$ cat src/rtl/write_req_pkg.sv
// Shared types and helpers for the write request arbiter.
package write_req_pkg;

    localparam int ADDR_W = 32;
    localparam int DATA_W = 8;

    typedef struct packed {
        logic [ADDR_W-1:0] address;
        logic [DATA_W-1:0] data;
    } write_req_t;

    // Index width that stays at least one bit for degenerate counts.
    function automatic int clog2_min1(input int n);
        return (n <= 2) ? 1 : $clog2(n);
    endfunction

endpackage

$ cat src/rtl/write_req_rr_pick.sv
// Combinational round-robin picker: first valid request at or after ptr, wrapping.
// Zero latency; no backpressure of its own.
module write_req_rr_pick
    import write_req_pkg::*;
#(
    parameter int NUM_REQ = 4,
    parameter int IDX_W   = clog2_min1(NUM_REQ)
) (
    input  logic [NUM_REQ-1:0] req,
    input  logic [IDX_W-1:0]   ptr,
    output logic [NUM_REQ-1:0] gnt_onehot,
    output logic [IDX_W-1:0]   gnt_idx,
    output logic               any_valid
);

    int               pos;
    logic [IDX_W-1:0] cand;

    always_comb begin
        gnt_onehot = '0;
        gnt_idx    = '0;
        any_valid  = 1'b0;
        pos        = 0;
        cand       = '0;
        // ptr is always below NUM_REQ, so one subtraction wraps the search.
        for (int i = 0; i < NUM_REQ; i++) begin
            pos = int'(ptr) + i;
            if (pos >= NUM_REQ) begin
                pos = pos - NUM_REQ;
            end
            cand = IDX_W'(pos);
            if (!any_valid && req[cand]) begin
                any_valid = 1'b1;
                gnt_idx   = cand;
            end
        end
        gnt_onehot[gnt_idx] = any_valid;
    end

endmodule

$ cat src/rtl/write_req_arbiter.sv
// Round-robin arbiter of NUM_REQ write requesters onto one registered channel; 1-cycle latency.
// Accepts only when the output is empty or draining; WRITE_REQ_ARB_BURST_EN enables burst hold.
module write_req_arbiter
    import write_req_pkg::*;
#(
    parameter int NUM_REQ    = 4,
    parameter int ADDR_WIDTH = 32,
    parameter int DATA_WIDTH = 8,
    parameter int MAX_BURST  = 4
) (
    input  logic                          CLK,
    input  logic                          RST,
    input  logic [NUM_REQ-1:0]            req_valid,
    input  logic [NUM_REQ*ADDR_WIDTH-1:0] req_address,
    input  logic [NUM_REQ*DATA_WIDTH-1:0] req_data,
    output logic [NUM_REQ-1:0]            req_ready,
    output logic                          out_valid,
    output logic [ADDR_WIDTH-1:0]         out_address,
    output logic [DATA_WIDTH-1:0]         out_data,
    output logic [$clog2(NUM_REQ)-1:0]    out_grant_id,
    input  logic                          out_ready
);

    localparam int IDX_W = clog2_min1(NUM_REQ);

    logic                  out_valid_q,    out_valid_d;
    logic [ADDR_WIDTH-1:0] out_address_q,  out_address_d;
    logic [DATA_WIDTH-1:0] out_data_q,     out_data_d;
    logic [IDX_W-1:0]      out_grant_id_q, out_grant_id_d;
    logic [IDX_W-1:0]      ptr_q,          ptr_d;

    logic                  cap;
    logic                  hold;
    logic [NUM_REQ-1:0]    pick_onehot;
    logic [IDX_W-1:0]      pick_idx;
    logic                  pick_any;
    logic [NUM_REQ-1:0]    win_onehot;
    logic [IDX_W-1:0]      win_idx;
    logic                  win_any;
    logic [ADDR_WIDTH-1:0] win_address;
    logic [DATA_WIDTH-1:0] win_data;
    logic [IDX_W-1:0]      win_idx_next;

    assign cap = !out_valid_q || out_ready;

    write_req_rr_pick #(
        .NUM_REQ (NUM_REQ),
        .IDX_W   (IDX_W)
    ) u_pick (
        .req        (req_valid),
        .ptr        (ptr_q),
        .gnt_onehot (pick_onehot),
        .gnt_idx    (pick_idx),
        .any_valid  (pick_any)
    );

`ifdef WRITE_REQ_ARB_BURST_EN
    localparam int CNT_W = clog2_min1(MAX_BURST + 1);

    logic [CNT_W-1:0] burst_cnt_q, burst_cnt_d;

    // The last winner is whoever sits in the output register.
    assign hold = (burst_cnt_q != '0) && (int'(burst_cnt_q) < MAX_BURST)
                  && req_valid[out_grant_id_q];

    always_comb begin
        burst_cnt_d = burst_cnt_q;
        if (cap) begin
            if (win_any) begin
                burst_cnt_d = hold ? burst_cnt_q + CNT_W'(1) : CNT_W'(1);
            end else begin
                burst_cnt_d = '0;
            end
        end
    end

    always_ff @(posedge CLK or posedge RST) begin
        if (RST) begin
            burst_cnt_q <= '0;
        end else begin
            burst_cnt_q <= burst_cnt_d;
        end
    end
`else
    logic unused_max_burst;

    assign hold             = 1'b0;
    assign unused_max_burst = (MAX_BURST < 1);
`endif

    always_comb begin
        win_onehot = pick_onehot;
        win_idx    = pick_idx;
        win_any    = pick_any;
        if (hold) begin
            win_onehot                 = '0;
            win_onehot[out_grant_id_q] = 1'b1;
            win_idx                    = out_grant_id_q;
            win_any                    = 1'b1;
        end
    end

    always_comb begin
        win_address = '0;
        win_data    = '0;
        for (int i = 0; i < NUM_REQ; i++) begin
            if (win_onehot[i]) begin
                win_address = req_address[i*ADDR_WIDTH +: ADDR_WIDTH];
                win_data    = req_data[i*DATA_WIDTH +: DATA_WIDTH];
            end
        end
    end

    assign win_idx_next = (win_idx == IDX_W'(NUM_REQ - 1)) ? '0 : win_idx + IDX_W'(1);

    // Ready is masked during reset so nothing is accepted and then dropped.
    assign req_ready = (cap && !RST) ? win_onehot : '0;

    always_comb begin
        out_valid_d    = out_valid_q;
        out_address_d  = out_address_q;
        out_data_d     = out_data_q;
        out_grant_id_d = out_grant_id_q;
        ptr_d          = ptr_q;
        if (cap) begin
            if (win_any) begin
                out_valid_d    = 1'b1;
                out_address_d  = win_address;
                out_data_d     = win_data;
                out_grant_id_d = win_idx;
                if (!hold) begin
                    ptr_d = win_idx_next;
                end
            end else begin
                out_valid_d = 1'b0;
            end
        end
    end

    always_ff @(posedge CLK or posedge RST) begin
        if (RST) begin
            out_valid_q    <= 1'b0;
            out_address_q  <= '0;
            out_data_q     <= '0;
            out_grant_id_q <= '0;
            ptr_q          <= '0;
        end else begin
            out_valid_q    <= out_valid_d;
            out_address_q  <= out_address_d;
            out_data_q     <= out_data_d;
            out_grant_id_q <= out_grant_id_d;
            ptr_q          <= ptr_d;
        end
    end

    assign out_valid    = out_valid_q;
    assign out_address  = out_address_q;
    assign out_data     = out_data_q;
    assign out_grant_id = out_grant_id_q;

endmodule

$ cat config.mk
export PLATFORM = sky130hd
export DESIGN_NAME = write_req_arbiter
export DESIGN_NICKNAME = d
export VERILOG_FILES = /design/src/rtl/write_req_pkg.sv /design/src/rtl/write_req_rr_pick.sv /design/src/rtl/write_req_arbiter.sv
export SDC_FILE = /design/constraint.sdc
export NUM_CORES = 1
export LEC_CHECK = 0
export ABC_AREA = 1
export ABC_CLOCK_PERIOD_IN_PS = 4400
export CAP_MARGIN = 25
export CORE_MARGIN = 2
export CORE_UTILIZATION = 25
export CTS_CLUSTER_DIAMETER = 50
export DETAILED_ROUTE_END_ITERATION = 16
export GPL_TIMING_DRIVEN = 0
export PLACE_DENSITY = 0.52
export SLEW_MARGIN = 10
export SYNTH_ARGS = -nofsm -noshare
export SYNTH_HDL_FRONTEND = slang
export SYNTH_HIERARCHICAL = 1
export SYNTH_SLANG_ARGS = --single-unit
$ cat constraint.sdc
create_clock -name CLK -period 4.4 [get_ports CLK]
set_clock_uncertainty 0.15 [all_clocks]
set_input_delay 0.88 -clock CLK [delete_from_list [all_inputs] [get_ports CLK]]
set_output_delay 0.88 -clock CLK [all_outputs]
set_load 0.03 [all_outputs]
Word-level counts from Yosys, hierarchy flattened --
Index checks and enable logic that the tools add are counted.
Word-level totals: register bits after elaboration 45, input bits 167, output and inout bits 47, logic and storage cells 70
Cells by class: add/sub/neg operators 8, order comparisons 10, equal/unequal tests 1, muxes and demuxes 33, bitwise operators 1, reduce and logical (&&, ||, !) cells 12
Operator list (count):
- $mux 32 | 4
- $mux 8 | 4
- $mux 2 | 9
- $lt 2x3->1 const B | 5
- $mux 1 | 10
- $ge 3x3->1 const B | 3
- $bmux 1 s2 | 4
- $sub 2x1->2 const B | 4
- $add 2x2->3 const B | 2
- $logic_and 1x1->1 | 5
- $logic_not 1->1 | 5
- $and 4x4->4 | 1
- $mux 4 | 1
- $add 2x1->3 const B | 1
- $ge 2x3->1 const B | 1
- $add 2x1->2 const B | 1
- $demux 1 s2 | 1
- $eq 2x2->1 const B | 1
- $ge 2x1->1 const B | 1
- $reduce_and 2->1 | 1
- $logic_or 1x1->1 | 1

Logic depth before layout (Yosys ltp) --
depth after elaboration 23, depth in mapped cells 20

By module --
Netlist, hierarchy kept.
By module, submodules not included:
- write_req_arbiter | times used 1, cells each 552, area an instance 3565.9 µm², sequential area each 1126.1 µm²
- write_req_rr_pick | times used 1, cells each 74, area an instance 392.9 µm², sequential area each 0.0 µm²

Worst setup path before layout --
Ideal clock, no wire load.
kind input-to-output, from input RST, to output req_ready[0], data arrival time 2.551 ns, data required time 3.370 ns, setup slack 0.819 ns, stages 3, buffers on the path 0, cell sequence inv_1 > nand2_1 > nor2_1
Between the ends: cells in the longest elaborated chain, start to end 3
RTL lines:
- start, declared | line write_req_arbiter.sv:12 | input logic RST,
- $logic_not 1->1 (no line)
- $logic_and 1x1->1 | line write_req_arbiter.sv:117 | assign req_ready = (cap && !RST) ? win_onehot : '0;
- $mux 4 | line write_req_arbiter.sv:117
- end, declared | line write_req_arbiter.sv:16 | output logic [NUM_REQ-1:0] req_ready,
No other way between the ends.

Final worst setup path --
from input req_valid[3], to output req_ready[1]
Between the ends: elaborated cells on any way between the ends 29
RTL lines:
- start, declared | line write_req_arbiter.sv:13 | input logic [NUM_REQ-1:0] req_valid,
- $bmux 1 s2 | line write_req_rr_pick.sv:32 | if (!any_valid && req[cand]) begin
- $mux 1 (not written as such) | line write_req_rr_pick.sv:32
- $mux 1 | line write_req_rr_pick.sv:32
- $logic_not 1->1 | line write_req_rr_pick.sv:32
- $logic_and 1x1->1 | line write_req_rr_pick.sv:32
- $mux 1 | line write_req_rr_pick.sv:32
- $logic_not 1->1 | line write_req_rr_pick.sv:32
- $logic_and 1x1->1 | line write_req_rr_pick.sv:32
- $mux 1 | line write_req_rr_pick.sv:32
- $logic_not 1->1 | line write_req_rr_pick.sv:32
- $logic_and 1x1->1 | line write_req_rr_pick.sv:32
- $mux 1 * | line write_req_rr_pick.sv:32
- named net pick_any | line write_req_arbiter.sv:36 | logic pick_any;
- $and 4x4->4 (no line) *
- named net pick_onehot[1] | line write_req_arbiter.sv:34 | logic [NUM_REQ-1:0] pick_onehot;
- $mux 4 * | line write_req_arbiter.sv:117
The timed path passes the listed nets; every way through them passes the cells marked *. The select of a mux whose other input is x is not followed.

==> flow_summary.ini <==
[status]
status = finished clean

[clock_network]
clk_latency_ns = 0.30
path_clk_slew_ns = 0.06
cts_tree = done
clockRootBuffer = clkbuf_16
cts.path.max_buffers = 2
post_cts_buffers = 0
cts_resized = 4
h-tree-depth = 2
cts_buffers = 5
cts.sinks = 45
cts_hold_buf = 0

[setup_path]
crit_path_end_kind = primary output
worstSetupPathType = input port to primary output
crit_arrival_ns = 3.15
critPathBufInv = 7
worst-path-max-fanout = 10
required_ns = 3.37
crit_slowest_cell = clkdlybuf4s50_1
worstPathCellList = clkdlybuf4s50_1 -> inv_1 -> nand2_1 -> nand2_1 -> o21ai_1 -> inv_1 -> nand3_2 -> nand3_2 -> nor2_1 -> buf_6 -> inv_8 -> buf_12 -> nor2_1 -> dlygate4sd2_1
start_kind = input port
critical-path-max-stage-delay_ns = 0.47
cp_top_family = buffers and inverters

[worst_hold_path]
hp-class = flop to flop

[floorplanning]
coreArea_um2 = 15310
start_util_pct = 25.85
die_area_um2 = 16860
fp.dieW_um = 129.8
die_y_um = 129.8
ios = 214
core.rowCount = 45

[power_and_ir_drop]
ir_drop_uv = 368.1
power.density_nw_per_um2 = 997.6
p_leak_nw = 3.208

[routing]
wl_per_cell_um = 14.17
ant_nets = 0
drt_iter0_markers = 176
finalWirelength_um = 15000
first_pass_iters = 5
post_drt_via_cell_ratio = 4.303
vias = 4557
drc = 0

[synthesis]
synthCells = 626
synth_seq_cells = 45
syn_area_um2 = 3959
syn_nets = 794
ys_warn_count = 6
syn_avg_cell_area_um2 = 6.324
yosys.cell_types.count = 22
seq_area_frac_synth_pct = 28.45

[layout]
area_growth_pct = 64.44
final_cell_mix = nand2_1, clkdlybuf4s50_1, nor2_1, dfrtp_1, nand3_2
final_common_cell = nand2_1
diodes = 0
layoutNonFillerInstCount = 1059
layout-drive-gt1-share_pct = 14.15
regArea_um2 = 1126
fin_nets = 1015
multi_input_area_um2 = 2382
fillCellCount = 1629

[sta]
slew_violations = 0
post-route-period-util_pct = 94.97
hold_slack_ns = 0.3287
slew_headroom_pct = 75.82
setup_viol = 0
hold_viol = 0
rsz0062_at_grt = false
fin_crit_ns = 4.179
tightest_slew_ns = 0.3622
timing.fmax_mhz = 239.3

[placement]
place_inst = 1051
port-buffer-count = 213
globalplace.congestion = 0.8263
hpwl_um = 11910

[grt]
grt_max_degree = 33
grt_pass1_vias = 4557
met3_usage_pct = 4.018
grt.busiest_layer = met2
overflow = 0
grtUsageMet1_pct = 21.75
grt_pass1_wl_um = 23040
grt_antenna_before_repair = 0
grt.met2_usage_pct = 30.92
grt_util_all_layers_pct = 17.54

[job]
maxCapViolCount = 0
[tightest hold or removal path, stage by stage (launching register included)]
cell	delay, ns
dfrtp_1	0.34
nand2_1	0.05
nand2_1	0.05
[final timing paths]
path	from	to	slack, ns	cells past startpoint
max	req_valid[3]	req_ready[1]	0.22	14
min	out_address[8]$_DFFE_PP0P_	out_address[8]$_DFFE_PP0P_	0.33	2
max reg2reg	ptr_q[0]$_DFFE_PP0P_	out_address[17]$_DFFE_PP0P_	1.93	15
min reg2reg	out_address[8]$_DFFE_PP0P_	out_address[8]$_DFFE_PP0P_	0.33	2
max in group asynchronous	RST	out_address[10]$_DFFE_PP0P_	2.88	3
min in group asynchronous	RST	out_address[21]$_DFFE_PP0P_	0.71	2
[synth_stat cells]
library cell / count / area share [%]
nand2_1: 318 / 30
nor2_1: 90 / 8.5
dfrtp_1: 45 / 28
nand3_2: 44 / 11
a21oi_1: 40 / 5.1
buf_2: 14 / 1.8
buf_4: 11 / 2.1
inv_1: 11 / 1.0
buf_6: 10 / 2.8
nand3_1: 10 / 1.3
nand2_2: 7 / 1.1
nand2_4: 6 / 1.7
inv_2: 5 / 0.47
buf_12: 4 / 2.0
clkbuf_4: 3 / 0.57
inv_8: 2 / 0.57
ha_1: 1 / 0.32
nand4_1: 1 / 0.16
nor2_2: 1 / 0.16
nor2_4: 1 / 0.28
o21ai_1: 1 / 0.13
o31ai_1: 1 / 0.19
[through the flow]
step / cell area [um^2] / setup WS, ns / util, % / TNS [ns] / total power (W)
2_1_floorplan: 3959 / 0.8189 / - / 0 / 0.004675
3_3_place_gp: 6355 / -0.5950 / 41.50 / -2.349 / 0.006123
3_5_place_dp: 6375 / -0.1654 / 41.63 / -0.3755 / 0.006183
4_1_cts: 6518 / 0.1102 / 42.56 / 0 / 0.006587
5_1_grt: 6510 / 0.0006031 / 42.51 / 0 / 0.007207
6_report: 6510 / 0.2211 / 42.51 / 0 / 0.006494
[cell families after synthesis]
| group | count (synthesis) | synth area share [%] |
|---|---|---|
| flops | 45 | 28.45 |
| simple gates | 478 | 54.49 |
| fa+ha+maj | 1 | 0.3160 |
| buf+inv | 60 | 11.38 |
| compound gates | 42 | 5.373 |
[power by group]
part	total, W	internal (W)	switching (W)
Clock	0.000388	0.000211	0.000178
Combinational	0.00536	0.00207	0.00329
Sequential	0.000750	0.000643	0.000107
Total	0.00649	0.00292	0.00357
[flip-flops by register name, indices dropped and copies added (netlist names)]
register and flops:
out_valid 1, out_data 8, ptr_q 2, out_address 32, out_grant_id 2
[area by class of cell]
type / count / area share [%]
clock buffers: 5 / 1.922
flip-flops and latches: 45 / 17.30
plain buffers: 42 / 5.651
clock inverters: 3 / 0.3460
repair buffers: 214 / 32.87
inverters: 18 / 1.268
well taps: 211 / 4.055
multi-input cells: 521 / 36.59
[routing by layer]
layer / vias to the layer above / wire (um)
met2: 162 / 7277
met3: 10 / 1059
met5: - / 0
met4: 0 / 188
met1: 2016 / 6477
li1: 2369 / -
No activity file was read; power rests on OpenSTA's default activity.
